## src/rtl/icecream_vend.sv

```systemverilog
// Ice-cream vending controller: accumulates coin credit, validates a flavour
// selection against price and stock, runs a timed dispense, then hands back change.
module icecream_vend #(
  parameter  int N_FLAV     = 4,
  parameter  int CRED_W     = 8,
  parameter  int PRICE      = 25,
  parameter  int STOCK_W    = 4,
  parameter  int STOCK_INIT = 8,
  parameter  int DISP_CYC   = 4,
  localparam int SEL_W      = (N_FLAV > 1) ? $clog2(N_FLAV) : 1
) (
  input  logic              clk,
  input  logic              rst,
  input  logic              coin_valid,
  input  logic [CRED_W-1:0] coin_val,
  input  logic              sel_valid,
  input  logic [SEL_W-1:0]  sel,
  input  logic              cancel,
  input  logic              restock,
  input  logic              change_ack,
  output logic              dispense,
  output logic [SEL_W-1:0]  disp_flav,
  output logic              change_valid,
  output logic [CRED_W-1:0] change_val,
  output logic              err,
  output logic              busy,
  output logic [CRED_W-1:0] credit,
  output logic [N_FLAV-1:0] sold_out
);

  localparam int                CNT_W      = (DISP_CYC > 1) ? $clog2(DISP_CYC) : 1;
  localparam logic [CNT_W-1:0]  CNT_LAST   = CNT_W'(DISP_CYC - 1);
  localparam logic [CRED_W-1:0] PRICE_C    = CRED_W'(PRICE);
  localparam logic [STOCK_W-1:0] STOCK_RLD = STOCK_W'(STOCK_INIT);

  typedef enum logic [1:0] {IDLE, CREDIT, DISPENSE, CHANGE} state_t;

  state_t             state, state_nxt;
  logic [CRED_W-1:0]  credit_nxt, change_val_nxt;
  logic [STOCK_W-1:0] stock     [N_FLAV];
  logic [STOCK_W-1:0] stock_nxt [N_FLAV];
  logic [CNT_W-1:0]   cnt, cnt_nxt;
  logic               dispense_nxt, change_valid_nxt, err_nxt;
  logic [SEL_W-1:0]   disp_flav_nxt;
  logic [CRED_W-1:0]  coin_add, credit_acc, credit_after;
  logic               sel_ok;

  // Credit never wraps: an overflowing coin pins the credit at full scale.
  function automatic logic [CRED_W-1:0] sat_add(input logic [CRED_W-1:0] a,
                                                input logic [CRED_W-1:0] b);
    logic [CRED_W:0] sum;
    sum = {1'b0, a} + {1'b0, b};
    return sum[CRED_W] ? '1 : sum[CRED_W-1:0];
  endfunction

  assign coin_add     = coin_valid ? coin_val : '0;
  assign credit_acc   = sat_add(credit, coin_add);
  assign credit_after = credit - PRICE_C;
  // Price check uses the credit held before this cycle's coin lands.
  assign sel_ok       = ({1'b0, sel} < (SEL_W + 1)'(N_FLAV)) &&
                        (stock[sel] != '0) && (credit >= PRICE_C);

  assign busy = (state == DISPENSE) || (state == CHANGE);

  always_comb begin
    sold_out = '0;
    for (int i = 0; i < N_FLAV; i++) sold_out[i] = (stock[i] == '0);
  end

  always_ff @(posedge clk or posedge rst) begin
    if (rst) state <= IDLE;
    else     state <= state_nxt;
  end

  always_comb begin
    state_nxt        = state;
    credit_nxt       = credit;
    stock_nxt        = stock;
    cnt_nxt          = cnt;
    dispense_nxt     = dispense;
    disp_flav_nxt    = disp_flav;
    change_valid_nxt = change_valid;
    change_val_nxt   = change_val;
    err_nxt          = 1'b0;

    case (state)
      IDLE: begin
        if (coin_valid) begin
          credit_nxt = coin_val;
          state_nxt  = CREDIT;
        end
        if (restock) begin
          for (int i = 0; i < N_FLAV; i++) stock_nxt[i] = STOCK_RLD;
        end
        if (sel_valid) err_nxt = 1'b1;
      end

      CREDIT: begin
        credit_nxt = credit_acc;
        if (cancel) begin
          // A zero credit refund has nothing to hand over, so skip the hopper.
          if (credit_acc != '0) begin
            state_nxt        = CHANGE;
            change_valid_nxt = 1'b1;
            change_val_nxt   = credit_acc;
          end else begin
            state_nxt = IDLE;
          end
        end else if (sel_valid) begin
          if (sel_ok) begin
            state_nxt     = DISPENSE;
            disp_flav_nxt = sel;
            dispense_nxt  = 1'b1;
            cnt_nxt       = '0;
          end else begin
            err_nxt = 1'b1;
          end
        end
      end

      DISPENSE: begin
        if (cnt == CNT_LAST) begin
          stock_nxt[disp_flav] = stock[disp_flav] - STOCK_W'(1);
          credit_nxt           = credit_after;
          dispense_nxt         = 1'b0;
          if (credit_after != '0) begin
            state_nxt        = CHANGE;
            change_valid_nxt = 1'b1;
            change_val_nxt   = credit_after;
          end else begin
            state_nxt = IDLE;
          end
        end else begin
          cnt_nxt = cnt + CNT_W'(1);
        end
      end

      CHANGE: begin
        if (change_ack) begin
          credit_nxt       = '0;
          change_valid_nxt = 1'b0;
          change_val_nxt   = '0;
          state_nxt        = IDLE;
        end
      end

      default: state_nxt = IDLE;
    endcase
  end

  // Reset mid-transaction discards credit and reloads every flavour.
  always_ff @(posedge clk or posedge rst) begin
    if (rst) begin
      credit       <= '0;
      cnt          <= '0;
      dispense     <= 1'b0;
      disp_flav    <= '0;
      change_valid <= 1'b0;
      change_val   <= '0;
      err          <= 1'b0;
      for (int i = 0; i < N_FLAV; i++) stock[i] <= STOCK_RLD;
    end else begin
      credit       <= credit_nxt;
      cnt          <= cnt_nxt;
      dispense     <= dispense_nxt;
      disp_flav    <= disp_flav_nxt;
      change_valid <= change_valid_nxt;
      change_val   <= change_val_nxt;
      err          <= err_nxt;
      for (int i = 0; i < N_FLAV; i++) stock[i] <= stock_nxt[i];
    end
  end

endmodule

```

## config.mk

```make
export PLATFORM = sky130hd
export DESIGN_NAME = icecream_vend
export DESIGN_NICKNAME = d
export VERILOG_FILES = /design/src/rtl/icecream_vend.sv
export SDC_FILE = /design/constraint.sdc
export NUM_CORES = 1
export LEC_CHECK = 0
export CORE_MARGIN = 2
export CORE_UTILIZATION = 28
export DETAILED_ROUTE_END_ITERATION = 8
export PLACE_DENSITY = 0.49
export RECOVER_POWER = 100
export REMOVE_ABC_BUFFERS = 1
export SYNTH_ARGS = -nofsm -noshare
export SYNTH_HDL_FRONTEND = slang
export SYNTH_SLANG_ARGS = --single-unit
```

## constraint.sdc

```tcl
create_clock -name clk -period 4.4 [get_ports clk]
set_clock_uncertainty 0.2 [all_clocks]
set_input_delay 0.88 -clock clk [delete_from_list [all_inputs] [get_ports clk]]
set_output_delay 0.88 -clock clk [all_outputs]
set_load 0.05 [all_outputs]
```

==> flow_metrics.env <==
export IMPL_outcome="finished, violations left"
export IMPL_io_pins=43
export IMPL_cts_root_buffer="clkbuf_8"
export IMPL_power_switching_mw=1.54
export IMPL_core_mm2=0.00964
export IMPL_p_total_mw=2.93
export IMPL_port_buffers=42
export IMPL_period_share_pct=92.4
export IMPL_wl_um=7580
export IMPL_required_ns=4.38
export IMPL_nets=373
export IMPL_violations="capacitance limit, slew limit"
export IMPL_grt_overflow_total=0
export IMPL_clockBufferDepth=2
export IMPL_ys_warn_count=0
export IMPL_seq_area_mm2=0.00103
export IMPL_pre_cts_ws_ns=0.0431
export IMPL_syn_area_mm2=0.00274
export IMPL_netlist_instances=301
export IMPL_maxSlewHeadroom_pct=-47.3
export IMPL_wl_per_cell_um=15.9
export IMPL_clk_latency_ns=0.29
export IMPL_dpl_hpwl_um=5780
export IMPL_grt_pass1_vias=2307
export IMPL_p_leak_nw=1.43
export IMPL_clkSinkCount=41
export IMPL_start_util_pct=28.5
export IMPL_synth_flop_cell="dfrtp_1"
export IMPL_drive_above_1_share_pct=9.91
export IMPL_p_int_mw=1.39
export IMPL_finalNonFillerCells=476
export IMPL_syn_area_per_cell_um2=9.12
export IMPL_synth_top_area_share_pct=33.7
export IMPL_cp_end_kind="flip-flop"
export IMPL_grt_first_pass_wirelength_um=12400
export IMPL_die_x_um=103
export IMPL_multi_input_comb_area_mm2=0.00159
export IMPL_post_cts_resized=0
export IMPL_antenna_cells=0
export IMPL_cap_violations=1
export IMPL_vias=2340
export IMPL_post_cts_buffers=0
export IMPL_rsz0062_at_grt="false"
export IMPL_setup_viol=0
export IMPL_die_h_um=103
export IMPL_grt_max_degree=42
export IMPL_ys_ff_latch=41
export IMPL_final_antenna_net_count=0
export IMPL_nFillCells=1019
export IMPL_tns_ns=0
export IMPL_placed_area_mm2=0.00333
export IMPL_path_class="in -> reg"
export IMPL_yosysTopAreaCell="dfrtp_1"
export IMPL_synthTopCellsByCount="37 x dfrtp_1, 35 x nand2_1, 25 x nor2_1"
export IMPL_design_area_mm2=0.00340
export IMPL_finalWorstSetupSlack_ns=0.336
export IMPL_crit_fanout=8
export IMPL_vdd_drop_max_mv=0.357
export IMPL_gr_usage_all_layers_pct=15.2
export IMPL_synth_async_reset_ratio_pct=100
export IMPL_placementRows=36
export IMPL_tightest_slew_ns=2.21
export IMPL_finalMaxSlewViolations=42
export IMPL_synth_cell_types=51
export IMPL_clk_pin_slew_ns=0.08
export IMPL_syn2layout_area_growth_pct=23.8
export IMPL_critPathLaunchType="input port"
export IMPL_cp_arrival_ns=4.05
export IMPL_firstDrtPassIters=4
export IMPL_cts_tree="yes"
export IMPL_antenna_found_initial=0
export IMPL_seq_area_frac_synth_pct=37.6
export IMPL_ctsHoldBuffers=0
export IMPL_power_density_mw_per_mm2=863
export IMPL_finalHoldViolations=0
export IMPL_max_freq_ghz=0.246
export IMPL_initialDrtViolationCount=172
export IMPL_gp_congestion=0.854
export IMPL_comb_power_share_pct=63.9
export IMPL_synth_area_leaders="dfrtp_1 34%, ha_1 5.9%, nand2_1 4.8%"
export IMPL_hold_class="reg -> reg"
export IMPL_clkPwrFrac_pct=8.8
export IMPL_synth_most_common_cell="dfrtp_1"
export IMPL_finalCriticalPeriod_ns=4.06
export IMPL_synth_edf_count=0
export IMPL_cts_buffers=5
export IMPL_netSwitchingFraction_pct=52.4
export IMPL_viasPerCell=4.92
export IMPL_drc=0
export IMPL_dieArea_mm2=0.0106
export IMPL_place_inst=468
export IMPL_power_frac_seq_pct=27.3
export IMPL_htree_levels=2
==> path summary, 6_finish.rpt <==
check / end / start / slack [ns] / cells after the start
min in group asynchronous: cnt[0] / rst / 1.63 / 3
setup / recovery: change_val[5] / coin_valid / 0.34 / 12
setup reg to reg: change_val[5] / credit[0] / 0.97 / 10
hold reg to reg: stock[7] / stock[7] / 0.27 / 2
max in group asynchronous: state[1] / rst / 1.11 / 3
hold / removal: stock[7] / stock[7] / 0.27 / 2
==> placed cells by master, fill, tap and decap left out, types with 5 or more instances in the layout <==
master | netlist | routed
a211oi_1 | 6 | 7
a21o_1 | 7 | 7
a21oi_1 | 14 | 14
and2_1 | 12 | 10
clkbuf_8 | 0 | 6
clkdlybuf4s50_1 | 0 | 14
dfrtp_1 | 37 | 37
dlygate4sd3_1 | 0 | 28
ha_1 | 13 | 13
inv_1 | 13 | 12
mux2_2 | 9 | 9
mux4_2 | 5 | 5
nand2_1 | 35 | 35
nand3_1 | 7 | 7
nor2_1 | 25 | 25
nor4_1 | 5 | 5
o21ai_0 | 18 | 18
o22ai_1 | 9 | 9
o31ai_1 | 6 | 6
xnor2_1 | 5 | 5
xor2_1 | 8 | 8
==> per-layer routing <==
layer | GRT usage, % | vias to the layer above | wire [um]
li1 | - | 1173 | -
met1 | 23.6 | 1119 | 3880
met2 | 22.3 | 44 | 3410
met3 | 2.17 | 4 | 223
met4 | 3.04 | 0 | 60
met5 | 0 | - | 0
==> area by class of cell <==
class | count | area share [%]
Clock inverter | 1 | 0.221
Multi-Input combinational cell | 231 | 46.8
Inverter | 14 | 1.55
Timing Repair Buffer | 49 | 13.6
Tap cell | 133 | 4.90
Clock buffer | 7 | 2.54
Sequential cell | 41 | 30.4
==> power by group through the flow <==
| stage | logic, mW | clock network (mW) | registers, mW |
|---|---|---|---|
| 6_report | 1.87 | 0.256 | 0.800 |
| 5_1_grt | 2.04 | 0.293 | 0.833 |
| 4_1_cts | 1.94 | 0.270 | 0.803 |
| 3_5_place_dp | 1.93 | 0 | 0.806 |
| 3_3_place_gp | 1.93 | 0 | 0.814 |
| 2_1_floorplan | 1.01 | 0 | 1.10 |
==> critical path: stages <==
cell and delay (ns):
clkdlybuf4s50_1 0.45, and2_0 0.18, ha_1 0.22, fa_1 0.41
a211oi_1 0.32, o31ai_1 0.16, o22a_1 0.23, nor2_1 0.14
nand4_1 0.15, a211oi_1 0.32, buf_4 0.23, mux2_2 0.34
==> sequential cells by signal (all words and copies together), names as in the netlist <==
name and flops:
credit 8, state 2, dispense 1, change_val 8, err 1, change_valid 1
cnt 2, stock 16, disp_flav 2
==> metrics by stage <==
step / hold slack (ns) / util, %
2_1_floorplan: 0.244 / -
3_3_place_gp: 0.262 / 34.5
6_report: 0.274 / 35.2
3_5_place_dp: 0.262 / 34.5
4_1_cts: 0.277 / 35.5
5_1_grt: 0.298 / 35.2
==> cells by family (layout without fill, tap and decap cells) <==
family / Yosys count / after routing / share of synthesized area, %
AO/OA/AOI/OAI: 86 / 86 / 21.0
XOR/XNOR: 13 / 13 / 4.15
adder cells (fa/ha/maj): 14 / 14 / 6.66
buffers and inverters: 29 / 71 / 4.01
flip-flops: 41 / 41 / 37.6
multiplexers: 17 / 17 / 8.89
AND/OR/NAND/NOR: 101 / 101 / 17.7
Note: power is estimated with default switching activity, not from simulation.
